### src/rtl/axi_mst_pkg.sv
// Shared constants, CRC-mode encodings and FSM state type for the AXI3 write master.
package axi_mst_pkg;

    localparam logic [1:0] AXI_BURST_INCR = 2'b01;
    localparam logic [1:0] AXI_RESP_OKAY  = 2'b00;

    localparam logic [2:0] CRC_MODE_NONE = 3'b000;
    localparam logic [2:0] CRC_MODE_8    = 3'b001;
    localparam logic [2:0] CRC_MODE_16   = 3'b010;
    localparam logic [2:0] CRC_MODE_32   = 3'b011;

    localparam int unsigned BOUNDARY_4K = 4096;

    typedef enum logic [3:0] {
        S_IDLE, S_CALC, S_AW, S_W, S_B,
        S_CRC_WAIT, S_CRC_AW, S_CRC_W, S_CRC_B, S_DONE
    } state_e;

    // Width of the appended CRC in bytes; 0 means no CRC write.
    function automatic logic [2:0] crc_bytes(input logic [2:0] mode);
        case (mode)
            CRC_MODE_8:  return 3'd1;
            CRC_MODE_16: return 3'd2;
            CRC_MODE_32: return 3'd4;
            default:     return 3'd0;
        endcase
    endfunction

endpackage

### src/rtl/axi_mst_write_burst_calc.sv
// Combinational burst sizing: clips the next burst to the remaining payload,
// the 4 KB page and MAX_BURST, and derives the final-beat byte strobes.
module axi_burst_calc
    import axi_mst_pkg::*;
#(
    parameter int DATA_W    = 32,
    parameter int MAX_BURST = 16
) (
    input  logic [11:0]         i_addr_lo,
    input  logic [15:0]         i_bytes_left,
    output logic [3:0]          o_awlen,
    output logic                o_last_burst,
    output logic [DATA_W/8-1:0] o_last_wstrb
);
    localparam int          BYTES     = DATA_W / 8;
    localparam int          LB        = $clog2(BYTES);
    localparam logic [16:0] MAX_BEATS = 17'(MAX_BURST);

    logic [16:0]   w_beats_left;
    logic [16:0]   w_limit;
    logic [16:0]   w_beats;
    logic [12:0]   w_room;
    logic [LB-1:0] w_rem;

    assign w_beats_left = ({1'b0, i_bytes_left} + 17'(BYTES - 1)) >> LB;
    assign w_room       = 13'(BOUNDARY_4K) - {1'b0, i_addr_lo};
    assign w_limit      = {4'b0, w_room >> LB};
    assign w_rem        = i_bytes_left[LB-1:0];

    // NOTE: every signal written in always_comb gets a default first, so no path can infer a latch.
    always_comb begin
        w_beats = w_beats_left;
        if (w_limit < w_beats)   w_beats = w_limit;
        if (MAX_BEATS < w_beats) w_beats = MAX_BEATS;
        o_last_wstrb = '0;
        for (int i = 0; i < BYTES; i++)
            o_last_wstrb[i] = (w_rem == '0) || (i < int'(w_rem));
    end

    assign o_awlen      = 4'(w_beats - 17'd1);
    assign o_last_burst = (w_beats == w_beats_left);

endmodule

### src/rtl/axi_mst_write_burst.sv
// AXI3 write master: drains a FWFT FIFO into a byte-length buffer in 4 KB-safe
// bursts, then optionally appends the CRC as a single strobed beat.
module axi_mst_write_burst
    import axi_mst_pkg::*;
#(
    parameter int         DATA_W    = 32,
    parameter int         MAX_BURST = 16,
    parameter logic [3:0] ID        = 4'h0
) (
    input  logic                clk,
    input  logic                rst_n,
    input  logic                mst_begin,
    input  logic [31:0]         addr_dst,
    input  logic [15:0]         data_len,
    input  logic [2:0]          crc_mode,
    input  logic                en_data_crc,
    input  logic [31:0]         crc_data,
    input  logic                fifo_empty,
    input  logic [DATA_W-1:0]   fifo_in,
    output logic                en_read,
    output logic                busy,
    output logic                data_written,
    output logic                error,
    input  logic                awready,
    input  logic                wready,
    input  logic                bvalid,
    input  logic [3:0]          bid,
    input  logic [1:0]          bresp,
    output logic                awvalid,
    output logic                wvalid,
    output logic                wlast,
    output logic                bready,
    output logic [3:0]          awid,
    output logic [3:0]          wid,
    output logic [31:0]         awaddr,
    output logic [3:0]          awlen,
    output logic [2:0]          awsize,
    output logic [1:0]          awburst,
    output logic [1:0]          awlock,
    output logic [3:0]          awcache,
    output logic [2:0]          awprot,
    output logic [DATA_W-1:0]   wdata,
    output logic [DATA_W/8-1:0] wstrb
);
    localparam int          BYTES      = DATA_W / 8;
    localparam int          LB         = $clog2(BYTES);
    localparam logic [31:0] ALIGN_MASK = ~32'(BYTES - 1);
    localparam logic [3:0]  BYTES_W    = 4'(BYTES);

    state_e             r_state, w_next;
    logic [31:0]        r_addr_dst, r_cur_addr, r_awaddr, r_crc_data;
    logic [15:0]        r_data_len, r_bytes_left;
    logic [2:0]         r_crc_mode;
    logic [3:0]         r_awlen, r_beat_cnt;
    logic               r_last_burst, r_crc_valid, r_error;
    logic [BYTES-1:0]   r_last_wstrb;

    logic [3:0]         w_calc_awlen;
    logic               w_calc_last;
    logic [BYTES-1:0]   w_calc_wstrb;
    logic [31:0]        w_crc_addr;
    logic [2:0]         w_nb;
    logic               w_crc_err, w_set_err, w_start, w_beat, w_final_beat;
    state_e             w_crc_state;
    logic [LB-1:0]      w_lane;
    logic [BYTES-1:0]   w_crc_base, w_crc_strb;
    logic [DATA_W-1:0]  w_crc_word;
    logic [15:0]        w_burst_bytes;
    logic               w_unused;

    axi_burst_calc #(.DATA_W(DATA_W), .MAX_BURST(MAX_BURST)) u_calc (
        .i_addr_lo    (r_cur_addr[11:0]),
        .i_bytes_left (r_bytes_left),
        .o_awlen      (w_calc_awlen),
        .o_last_burst (w_calc_last),
        .o_last_wstrb (w_calc_wstrb)
    );

    assign w_unused      = ^bid;
    assign w_start       = (r_state == S_IDLE) && mst_begin;
    assign w_beat        = (r_state == S_W) && !fifo_empty && wready;
    assign w_final_beat  = (r_beat_cnt == r_awlen);
    assign w_burst_bytes = 16'({1'b0, r_awlen} + 5'd1) << LB;

    // The CRC lands directly after the payload and must be naturally aligned.
    assign w_crc_addr  = r_addr_dst + {16'b0, r_data_len};
    assign w_nb        = crc_bytes(r_crc_mode);
    assign w_crc_err   = (w_nb != 3'd0) &&
                         (({1'b0, w_nb} > BYTES_W) || ((w_crc_addr[2:0] & (w_nb - 3'd1)) != 3'd0));
    assign w_crc_state = ((w_nb == 3'd0) || w_crc_err) ? S_DONE : S_CRC_WAIT;
    assign w_lane      = w_crc_addr[LB-1:0];
    assign w_crc_word  = DATA_W'(r_crc_data) << {w_lane, 3'b000};
    assign w_crc_strb  = w_crc_base << w_lane;

    always_comb begin
        w_crc_base = '0;
        for (int i = 0; i < BYTES; i++)
            w_crc_base[i] = (i < int'(w_nb));
    end

    always_comb begin
        w_next    = r_state;
        w_set_err = 1'b0;
        case (r_state)
            S_IDLE:     if (mst_begin) w_next = (addr_dst[LB-1:0] != '0) ? S_DONE : S_CALC;
            S_CALC: begin
                if (r_bytes_left == 16'd0) begin
                    w_next    = w_crc_state;
                    w_set_err = w_crc_err;
                end else begin
                    w_next = S_AW;
                end
            end
            S_AW:       if (awready) w_next = S_W;
            S_W:        if (w_beat && w_final_beat) w_next = S_B;
            S_B: begin
                if (bvalid) begin
                    if (bresp != AXI_RESP_OKAY) begin
                        w_next    = S_DONE;
                        w_set_err = 1'b1;
                    end else if (r_last_burst) begin
                        w_next    = w_crc_state;
                        w_set_err = w_crc_err;
                    end else begin
                        w_next = S_CALC;
                    end
                end
            end
            S_CRC_WAIT: if (r_crc_valid) w_next = S_CRC_AW;
            S_CRC_AW:   if (awready) w_next = S_CRC_W;
            S_CRC_W:    if (wready) w_next = S_CRC_B;
            S_CRC_B: begin
                if (bvalid) begin
                    w_next    = S_DONE;
                    w_set_err = (bresp != AXI_RESP_OKAY);
                end
            end
            S_DONE:     w_next = S_IDLE;
            default:    w_next = S_IDLE;
        endcase
    end

    // NOTE: sequential state uses non-blocking assignments so every register samples pre-edge values.
    always_ff @(posedge clk or negedge rst_n) begin
        if (!rst_n) r_state <= S_IDLE;
        else        r_state <= w_next;
    end

    always_ff @(posedge clk or negedge rst_n) begin
        if (!rst_n) begin
            r_addr_dst   <= '0;
            r_cur_addr   <= '0;
            r_awaddr     <= '0;
            r_crc_data   <= '0;
            r_data_len   <= '0;
            r_bytes_left <= '0;
            r_crc_mode   <= CRC_MODE_NONE;
            r_awlen      <= '0;
            r_beat_cnt   <= '0;
            r_last_burst <= 1'b0;
            r_crc_valid  <= 1'b0;
            r_error      <= 1'b0;
            r_last_wstrb <= '0;
        end else begin
            if (w_start) begin
                r_addr_dst   <= addr_dst;
                r_cur_addr   <= addr_dst;
                r_data_len   <= data_len;
                r_bytes_left <= data_len;
                r_crc_mode   <= (crc_mode > CRC_MODE_32) ? CRC_MODE_NONE : crc_mode;
                r_error      <= (addr_dst[LB-1:0] != '0);
                r_crc_valid  <= 1'b0;
            end else begin
                if (w_set_err) r_error <= 1'b1;
                if (en_data_crc && r_state != S_IDLE) begin
                    r_crc_valid <= 1'b1;
                    r_crc_data  <= crc_data;
                end
            end

            if (r_state == S_CALC) begin
                r_awaddr     <= r_cur_addr;
                r_awlen      <= w_calc_awlen;
                r_last_burst <= w_calc_last;
                r_last_wstrb <= w_calc_wstrb;
                r_beat_cnt   <= '0;
            end

            if (w_beat) r_beat_cnt <= r_beat_cnt + 4'd1;

            if (r_state == S_B && bvalid && bresp == AXI_RESP_OKAY) begin
                r_cur_addr   <= r_cur_addr + {16'b0, w_burst_bytes};
                r_bytes_left <= r_last_burst ? 16'd0 : r_bytes_left - w_burst_bytes;
            end

            if (r_state == S_CRC_WAIT && r_crc_valid) begin
                r_awaddr <= w_crc_addr & ALIGN_MASK;
                r_awlen  <= 4'd0;
            end
        end
    end

    always_comb begin
        awvalid      = (r_state == S_AW) || (r_state == S_CRC_AW);
        wvalid       = 1'b0;
        wlast        = 1'b0;
        wdata        = '0;
        wstrb        = '0;
        bready       = (r_state == S_B) || (r_state == S_CRC_B);
        en_read      = w_beat;
        busy         = (r_state != S_IDLE) && (r_state != S_DONE);
        data_written = (r_state == S_DONE);
        if (r_state == S_W) begin
            wvalid = !fifo_empty;
            wlast  = !fifo_empty && w_final_beat;
            wdata  = fifo_in;
            wstrb  = (r_last_burst && w_final_beat) ? r_last_wstrb : '1;
        end else if (r_state == S_CRC_W) begin
            wvalid = 1'b1;
            wlast  = 1'b1;
            wdata  = w_crc_word;
            wstrb  = w_crc_strb;
        end
    end

    assign error   = r_error;
    assign awaddr  = r_awaddr;
    assign awlen   = r_awlen;
    assign awid    = ID;
    assign wid     = ID;
    assign awsize  = 3'(LB);
    assign awburst = AXI_BURST_INCR;
    assign awlock  = 2'b00;
    assign awcache = 4'b0011;
    assign awprot  = 3'b000;

endmodule

### config.mk
export PLATFORM = sky130hd
export DESIGN_NAME = axi_mst_write_burst
export DESIGN_NICKNAME = d
export VERILOG_FILES = /design/src/rtl/axi_mst_pkg.sv /design/src/rtl/axi_mst_write_burst_calc.sv /design/src/rtl/axi_mst_write_burst.sv
export SDC_FILE = /design/constraint.sdc
export NUM_CORES = 1
export LEC_CHECK = 0
export BUFFER_PORTS_ARGS = -buffer_cell sky130_fd_sc_hd__buf_2
export CAP_MARGIN = 30
export CELL_PAD_IN_SITES_DETAIL_PLACEMENT = 1
export CELL_PAD_IN_SITES_GLOBAL_PLACEMENT = 2
export CORE_AREA = 2 2 183 185
export CTS_CLUSTER_DIAMETER = 200
export DETAILED_ROUTE_END_ITERATION = 10
export DIE_AREA = 0 0 185 187
export GPL_TIMING_DRIVEN = 0
export PLACE_DENSITY_LB_ADDON = 0.1
export SLEW_MARGIN = 5
export SYNTH_ARGS = -nofsm -noshare
export SYNTH_HDL_FRONTEND = slang
export SYNTH_SLANG_ARGS = --single-unit
### constraint.sdc
create_clock -name clk -period 6.55 [get_ports clk]
set_input_delay 0.655 -clock clk [delete_from_list [all_inputs] [get_ports clk]]
set_output_delay 0.655 -clock clk [all_outputs]
set_load 0.03 [all_outputs]
==> reports/results.txt, run 1 <==
Status: complete, no violations
Layout cell share with drive strength beyond 1: 19.07%
Die Ht: 187 um
Clock skew: 0.01823 ns
RSZ-0062 raised after global routing: false
Critical path peak fanout: 8
Final Non-Filler Cells: 2083
Cells after DPL: 2047
Count of standard-cell rows: 67
FILL cells: 4069
Slowest cell on crit path: nor2b_1
IO buf count: 204
Vias/cell: 5.349
Worst path bufs/invs: 1
Synthesis-stage register bit count: 182
Vias in the first global route: 11497
GRT Total Usage: 25.79%
Post-Route Setup TNS: 0 ns
Drc violations: 0
Count of cell types in the netlist: 73
CTS Sinks: 182
Leakage: 6.547 nW
Peak VDD IR: 227.6 uV
# Max-Cap Violations: 0
Die Span X: 185 um
Power Dens Cells: 538.9 nW/um2
Post-DP HPWL: 34.46 mm
Total overflow reported by the global router: 0
CP delay by family, top: simple AND/OR/NAND/NOR gates
Area Growth Syn to Fin: 19.95%
Sequential fraction of the synthesis area: 39.33%
Top FF cell, synth: dfrtp_1
Clock-pin slew on the worst setup and hold paths: 0.08 ns
Synth area leaders: dfrtp_1 39%, nand2_1 10%, ha_1 4.6%
EDFF count, synth: 0
Share of the clock period used by the worst path: 79.15%
Reg2Reg Depth: 17
Level count of the clock H-tree: 4
Largest net degree at the start of global routing: 101
CP max stage delay: 0.50 ns
Final WL: 44.15 mm
Final Slew Violations: 0
Critical path depth: 17
Rel. slew slack: 31.01%
Post-synth top area cell: dfrtp_1
Post-cts sizing count: 0
Post-DRT Antenna Nets: 0
Post-CTS Setup Bufs: 0
Bufs on Longest Clock Path: 2
Setup CP Type: flip-flop to flip-flop
Final setup vio count: 0
Fin. Hold Viols: 0
Synth Warn #: 0
Worst-skew pair later-pin latency: 0.46 ns
CTS tree: yes
Crit path time final: 5.184 ns
CP arrival: 5.53 ns
Number of I/O pins: 231
Req. time, crit path: 6.89 ns
Via count: 11143
Critical path, cell by cell: or3_1, buf_6, nor4_4, nor2b_1, nor3b_1, nand2_1, nor3_1, nor2_1, ha_1, a21oi_1, nand2_1, a221o_1, o21ai_1, nand3b_1, o31a_1, ha_1, a211oi_1
Crit path launch type: flip-flop
Total CTS buffers: 17
Worst Setup End Kind: flip-flop
Root Driver: clkbuf_16
Initial antenna violation count: 5
Synth async-reset ratio: 100.0%
NumNets Final: 1793
Mean Syn Cell Area: 8.446 um2
Die area: 34600 um2
Iter 0 DRT Violations: 533
Worst slew pin tran: 1.028 ns
Core area: 32860 um2
Peak Freq: 192.9 MHz
DR WL/cell: 21.19 um
Hold crit path type: primary input to async pin
Initial Util: 35.24%
Mapped Cells: 1371
Total iterations of the first detailed-routing run: 5
Post-CTS Hold Fix Bufs: 0
GPL Wtd Cong: 0.8528
Yosys top cell area share: 39.33%
Post-synthesis cell area: 11580 um2
Global-route wire length before repair: 67.57 mm
-- worst register-to-register path, delay by kind of cell, from the launching register on --
| kind | cells | cell delay, ns |
|---|---|---|
| buffers and inverters | 1 | 0.15 |
| DFF | 1 | 0.47 |
| adders and majority gates | 2 | 0.63 |
| and+or+nand+nor | 9 | 2.43 |
| AOI/OAI and AO/OA | 5 | 1.37 |
-- final timing paths --
| path | startpoint | to | slack, ns |
|---|---|---|---|
| worst max-delay path | r_cur_addr[2]$_DFFE_PN0P_ | awlen[1]$_DFFE_PN0P_ | 1.37 |
| worst min-delay path | rst_n | awaddr[21]$_DFFE_PN0P_ | 0.03 |
| worst max register to register | r_cur_addr[2]$_DFFE_PN0P_ | awlen[1]$_DFFE_PN0P_ | 1.37 |
| worst min register to register | r_last_wstrb[0]$_DFFE_PN0P_ | r_last_wstrb[0]$_DFFE_PN0P_ | 0.47 |
| max in group asynchronous | rst_n | r_bytes_left[6]$_DFFE_PN0P_ | 5.43 |
| min in group clk | addr_dst[14] | r_addr_dst[14]$_DFFE_PN0P_ | 0.41 |
-- where the power goes --
group          leakage, nW  switching [mW]  internal, mW
combinational         4.04            2.75          1.57
clock                0.272           0.502         0.540
sequential            2.24           0.497          1.63
-- area by class of cell --
class | count | area (um2) | area share [%]
Clock buffer | 19 | 442.9 | 3.189
Antenna cell | 4 | 10.01 | 0.07207
Sequential cell | 182 | 4554 | 32.79
Tap cell | 448 | 560.5 | 4.036
Buffer | 96 | 485.5 | 3.495
Multi-Input combinational cell | 1075 | 6472 | 46.60
Timing Repair Buffer | 208 | 1099 | 7.909
Clock inverter | 13 | 122.6 | 0.8828
Inverter | 38 | 142.6 | 1.027
-- per-stage QoR --
| step | cell area (um2) | hold WS [ns] | setup slack [ns] | utilization (%) | total power [mW] |
|---|---|---|---|---|---|
| floorplan | 11650 | 0.3594 | 2.167 | - | 5.042 |
| global placement | 13240 | 0.4470 | 1.495 | 40.28 | 6.333 |
| detailed placement | 13310 | 0.4471 | 1.414 | 40.52 | 6.452 |
| CTS | 13880 | 0.01095 | 1.380 | 42.24 | 7.528 |
| global route | 13880 | 0.01788 | 0.9878 | 42.25 | 8.097 |
| finish | 13890 | 0.02656 | 1.366 | 42.27 | 7.485 |
-- sequential cells by signal, summed over array words and instances, names as in the netlist --
register / cells
awlen: 4
awaddr: 32
r_data_len: 16
r_state: 4
r_cur_addr: 32
r_last_wstrb: 4
r_crc_data: 32
r_crc_mode: 3
r_last_burst: 1
r_crc_valid: 1
r_beat_cnt: 4
error: 1
r_bytes_left: 16
r_addr_dst: 32
-- metal layers --
metal,vias up,GRT usage (%),wire (um)
met5,-,0,31
met2,262,43.40,21250
met4,4,6.013,615
li1,5285,-,-
met3,35,4.167,2008
met1,5557,34.64,20240
-- cell families (layout without fill, tap and decap cells) --
logic type	count (synthesis)	after routing	synth area share [%]
AND/OR/NAND/NOR	586	586	22.96
AO/OA/AOI/OAI	296	296	16.59
multiplexers	61	61	5.629
other	2	26	0.06485
adder cells (fa/ha/maj)	46	46	5.165
buffers and inverters	134	374	5.424
XOR/XNOR	64	64	4.841
flip-flops	182	182	39.33
-- cells in the mapped netlist (all sizes together) (8+ instances only) --
master	n
clkbuf	63
nor3	29
buf	32
mux2	33
nand2	314
nand4	14
a32o	10
a21oi	60
a211oi	9
ha	43
nand3b	8
xnor2	35
o211ai	15
xor2	29
dfrtp	182
nor2	82
mux2i	28
nor4	8
nand2b	8
nand3	47
and3	32
a21o	11
o21ai	89
a31oi	23
nor2b	8
a22o	12
or3	16
inv	38
-- cell usage in the layout (no fill, tap or decap), types with 17 or more instances in the layout --
cell       count
a21oi_1       60
nor3_1        29
nor2_1        82
mux2_2        33
and3_1        31
conb_1        22
nand3_1       47
o21ai_0       86
dfrtp_1      182
buf_4         23
a31oi_1       23
ha_1          43
clkbuf_16     17
nand2_1      314
clkbuf_1      63
mux2i_1       28
xor2_1        29
inv_1         38
xnor2_1       35
buf_2        207
No activity file was read; power rests on OpenSTA's default activity.
==> run 2: changes to the inputs <==
Settings changed: ABC_AREA set to 1, CORE_AREA 2 2 183 185 to 2 2 204 206, DIE_AREA 0 0 185 187 to 0 0 206 208.
Clock period 6.55 ns to 4.15 ns, I/O delays scaled along.
==> run 2 against run 1 <==
First-iteration DRC count down 6.0%. Combinational power up 64%. Sequential power up 59%. Design area up 1.7%. Cell count up 13%. Utilization down 7.4 points. Clock-buffer cell count up 2. Power up 63%.
==> reports/results.txt, run 2 <==
Status: complete, no violations
Initial Util: 28.84% (-6.4 points)
Global-route wire length before repair: 70.73 mm (+4.7%)
Final Slew Violations: 0 (unchanged)
Mean Syn Cell Area: 7.512 um2 (-11%)
Clock skew: 0.01168 ns (-0.006552 ns)
Worst-skew pair later-pin latency: 0.45 ns (about the same)
Share of the clock period used by the worst path: 93.58%
Peak VDD IR: 315.5 uV (+39%)
CP max stage delay: 0.52 ns (+0.02 ns)
Tot Pwr: 12.20 mW (+63%)
Fin. Hold Viols: 0 (unchanged)
Power Dens Cells: 863.8 nW/um2 (+60%)
GPL Wtd Cong: 0.8087 (-5.2%)
Count of standard-cell rows: 74 (+10%)
Die Span X: 206 um (+11%)
Critical path, cell by cell: ha_1, fa_1, clkbuf_1, inv_1, clkbuf_2, clkbuf_1, nand2_1, a21oi_1, o21ai_0, buf_2
Most frequent cells after synthesis: 420 x nand2_1, 183 x inv_1, 182 x dfrtp_1, 157 x o21ai_0, 109 x nor2_1
Leading cell type in the layout, fill and taps excluded: nand2_1
Slowest cell on crit path: clkbuf_1
Yosys top cell area share: 38.94% (-0.39 points)
FILL cells: 5062 (+24%)
Synth async-reset ratio: 100.0% (unchanged)
Total iterations of the first detailed-routing run: 4 (-1)
Area Growth Syn to Fin: 20.77%
Post-synthesis cell area: 11700 um2 (+1.0%)
Synth area leaders: dfrtp_1 39%, nand2_1 13%, o21ai_0 6.7%
# Max-Cap Violations: 0 (unchanged)
IO buf count: 204 (unchanged)
Die Ht: 208 um (+11%)
Final worst slack: 0.2663 ns (-1.099 ns)
Worst Setup End Kind: output port
EDFF count, synth: 0 (unchanged)
CP most frequent cell: clkbuf_1
CP arrival: 3.47 ns (-2.06 ns)
Number of I/O pins: 231 (unchanged)
Core area: 40550 um2 (+23%)
Via count: 11371 (+2.0%)
Largest net degree at the start of global routing: 101 (unchanged)
Final Core Density: 34.83% (-7.4 points)
Crit path time final: 3.884 ns
Final setup vio count: 0 (unchanged)
NumNets Final: 1978 (+10%)
Vias/cell: 4.843 (-9.5%)
Critical path peak fanout: 10 (+2)
Sequential fraction of the synthesis area: 38.94% (-0.39 points)
Drc violations: 0 (unchanged)
Post-DP HPWL: 36.19 mm (+5.0%)
GRT Total Usage: 21.79% (-4.0 points)
Layout cell share with drive strength beyond 1: 17.33% (-1.7 points)
Count of cell types in the netlist: 46 (-37%)
Total CTS buffers: 17 (unchanged)
Post-synth top area cell: dfrtp_1
Final Instance Area: 14130 um2 (+1.7%)
Peak Freq: 257.5 MHz
Req. time, crit path: 3.73 ns (-3.16 ns)
Clock-pin slew on the worst setup and hold paths: 0.07 ns (about the same)
CTS tree: yes
Total overflow reported by the global router: 0 (unchanged)
Hold crit path type: primary input to flip-flop
Top FF cell, synth: dfrtp_1
Rel. slew slack: 39.65% (+8.6 points)
Initial antenna violation count: 5 (unchanged)
FF+latch area: 4556 um2 (about the same)
Setup CP Type: flip-flop to output port
Synth Warn #: 0 (unchanged)
Level count of the clock H-tree: 4 (unchanged)
DR WL/cell: 19.72 um (-7.0%)
Vias in the first global route: 11839 (+3.0%)
Top-count cell post-synth: nand2_1
Most frequent cells in the layout: 419 x nand2_1, 204 x buf_2, 183 x inv_1, 181 x dfrtp_1, 157 x o21ai_0
Die area: 42850 um2 (+24%)
Iter 0 DRT Violations: 501 (-6.0%)
Synthesis-stage register bit count: 182 (unchanged)
Leakage: 7.029 nW (+7.4%)
Bufs on Longest Clock Path: 2 (unchanged)
Final WL: 46.30 mm (+4.9%)
CTS Sinks: 182 (unchanged)
Crit path launch type: flip-flop
Area post-placement: 13500 um2 (+1.4%)
Mapped Cells: 1557 (+14%)
Multi-input logic area: 6178 um2 (-4.5%)
Root Driver: clkbuf_16
Post-DRT Antenna Nets: 0 (unchanged)
Hold WS: 0.1922 ns (+0.1656 ns)
Pre-CTS WS: 0.08470 ns (-1.330 ns)
Worst slew pin tran: 0.9020 ns (-0.1259 ns)
run 2: cells by family after synthesis:
family                   share of synthesized area, %
flip-flops                                      38.94
buffers and inverters                           9.029
AND/OR/NAND/NOR                                 24.04
adder cells (fa/ha/maj)                         5.113
XOR/XNOR                                        4.418
multiplexers                                    3.220
AO/OA/AOI/OAI                                   15.18
other                                         0.06421
run 2: critical path, delay by kind of cell, from the launching register on:
kind / cells / cell delay (ns)
adders and majority gates: 2 / 0.73
buffers and inverters: 5 / 1.51
DFF: 1 / 0.38
AOI/OAI and AO/OA: 2 / 0.25
and+or+nand+nor: 1 / 0.14
run 2: path summary, 6_finish.rpt:
check | start | end | slack [ns] | depth (start not counted)
worst min-delay path | addr_dst[3] | r_addr_dst[3]$_DFFE_PN0P_ | 0.19 | 3
max in group asynchronous | rst_n | r_state[2]$_DFFE_PN0P_ | 2.57 | 3
worst max-delay path | r_addr_dst[0]$_DFFE_PN0P_ | wdata[25] | 0.27 | 10
worst max register to register | r_bytes_left[0]$_DFFE_PN0P_ | awlen[2]$_DFFE_PN0P_ | 0.37 | 23
min in group asynchronous | rst_n | awaddr[10]$_DFFE_PN0P_ | 0.57 | 2
worst min register to register | r_last_wstrb[0]$_DFFE_PN0P_ | r_last_wstrb[0]$_DFFE_PN0P_ | 0.46 | 1
run 2: report_power, final:
group | switching [mW] | leakage, nW | internal, mW
Clock | 0.757 | 0.278 | 0.971
Combinational | 4.82 | 4.52 | 2.27
Sequential | 0.765 | 2.23 | 2.62
Total | 6.34 | 7.03 | 5.86
run 2: per-stage QoR:
stage | cells | setup TNS, ns
5_1_grt | 2348 | -0.00005285
3_5_place_dp | 2315 | 0
4_1_cts | 2344 | 0
3_3_place_gp | 2313 | -139.23
2_1_floorplan | 1577 | 0
6_report | 2348 | 0
run 2: repair_timing:
item | 4_1_cts | 5_1_grt
buffers inserted | 0 | 0
setup endpoints to repair | 0 | 27
gates resized for setup | 0 | 7
hold endpoints to repair | 7 | 0
hold buffers | 1 | 0
run 2: cell type report:
class / count / share of cell area (%)
Multi-Input combinational cell: 1136 / 43.74
Sequential cell: 182 / 32.25
Timing Repair Buffer: 207 / 7.617
Inverter: 186 / 4.942
Tap cell: 532 / 4.712
Clock buffer: 21 / 3.260
Buffer: 73 / 2.542
Clock inverter: 7 / 0.8680
Antenna cell: 4 / 0.07086
run 2: metal layers:
layer | GRT usage (%) | vias to the layer above | share of wire (%)
met5 | 0 | - | 0
met4 | 4.581 | 0 | 0.88
met3 | 2.491 | 21 | 2.4
met2 | 36.31 | 169 | 48
met1 | 30.24 | 5595 | 48
li1 | - | 5586 | -
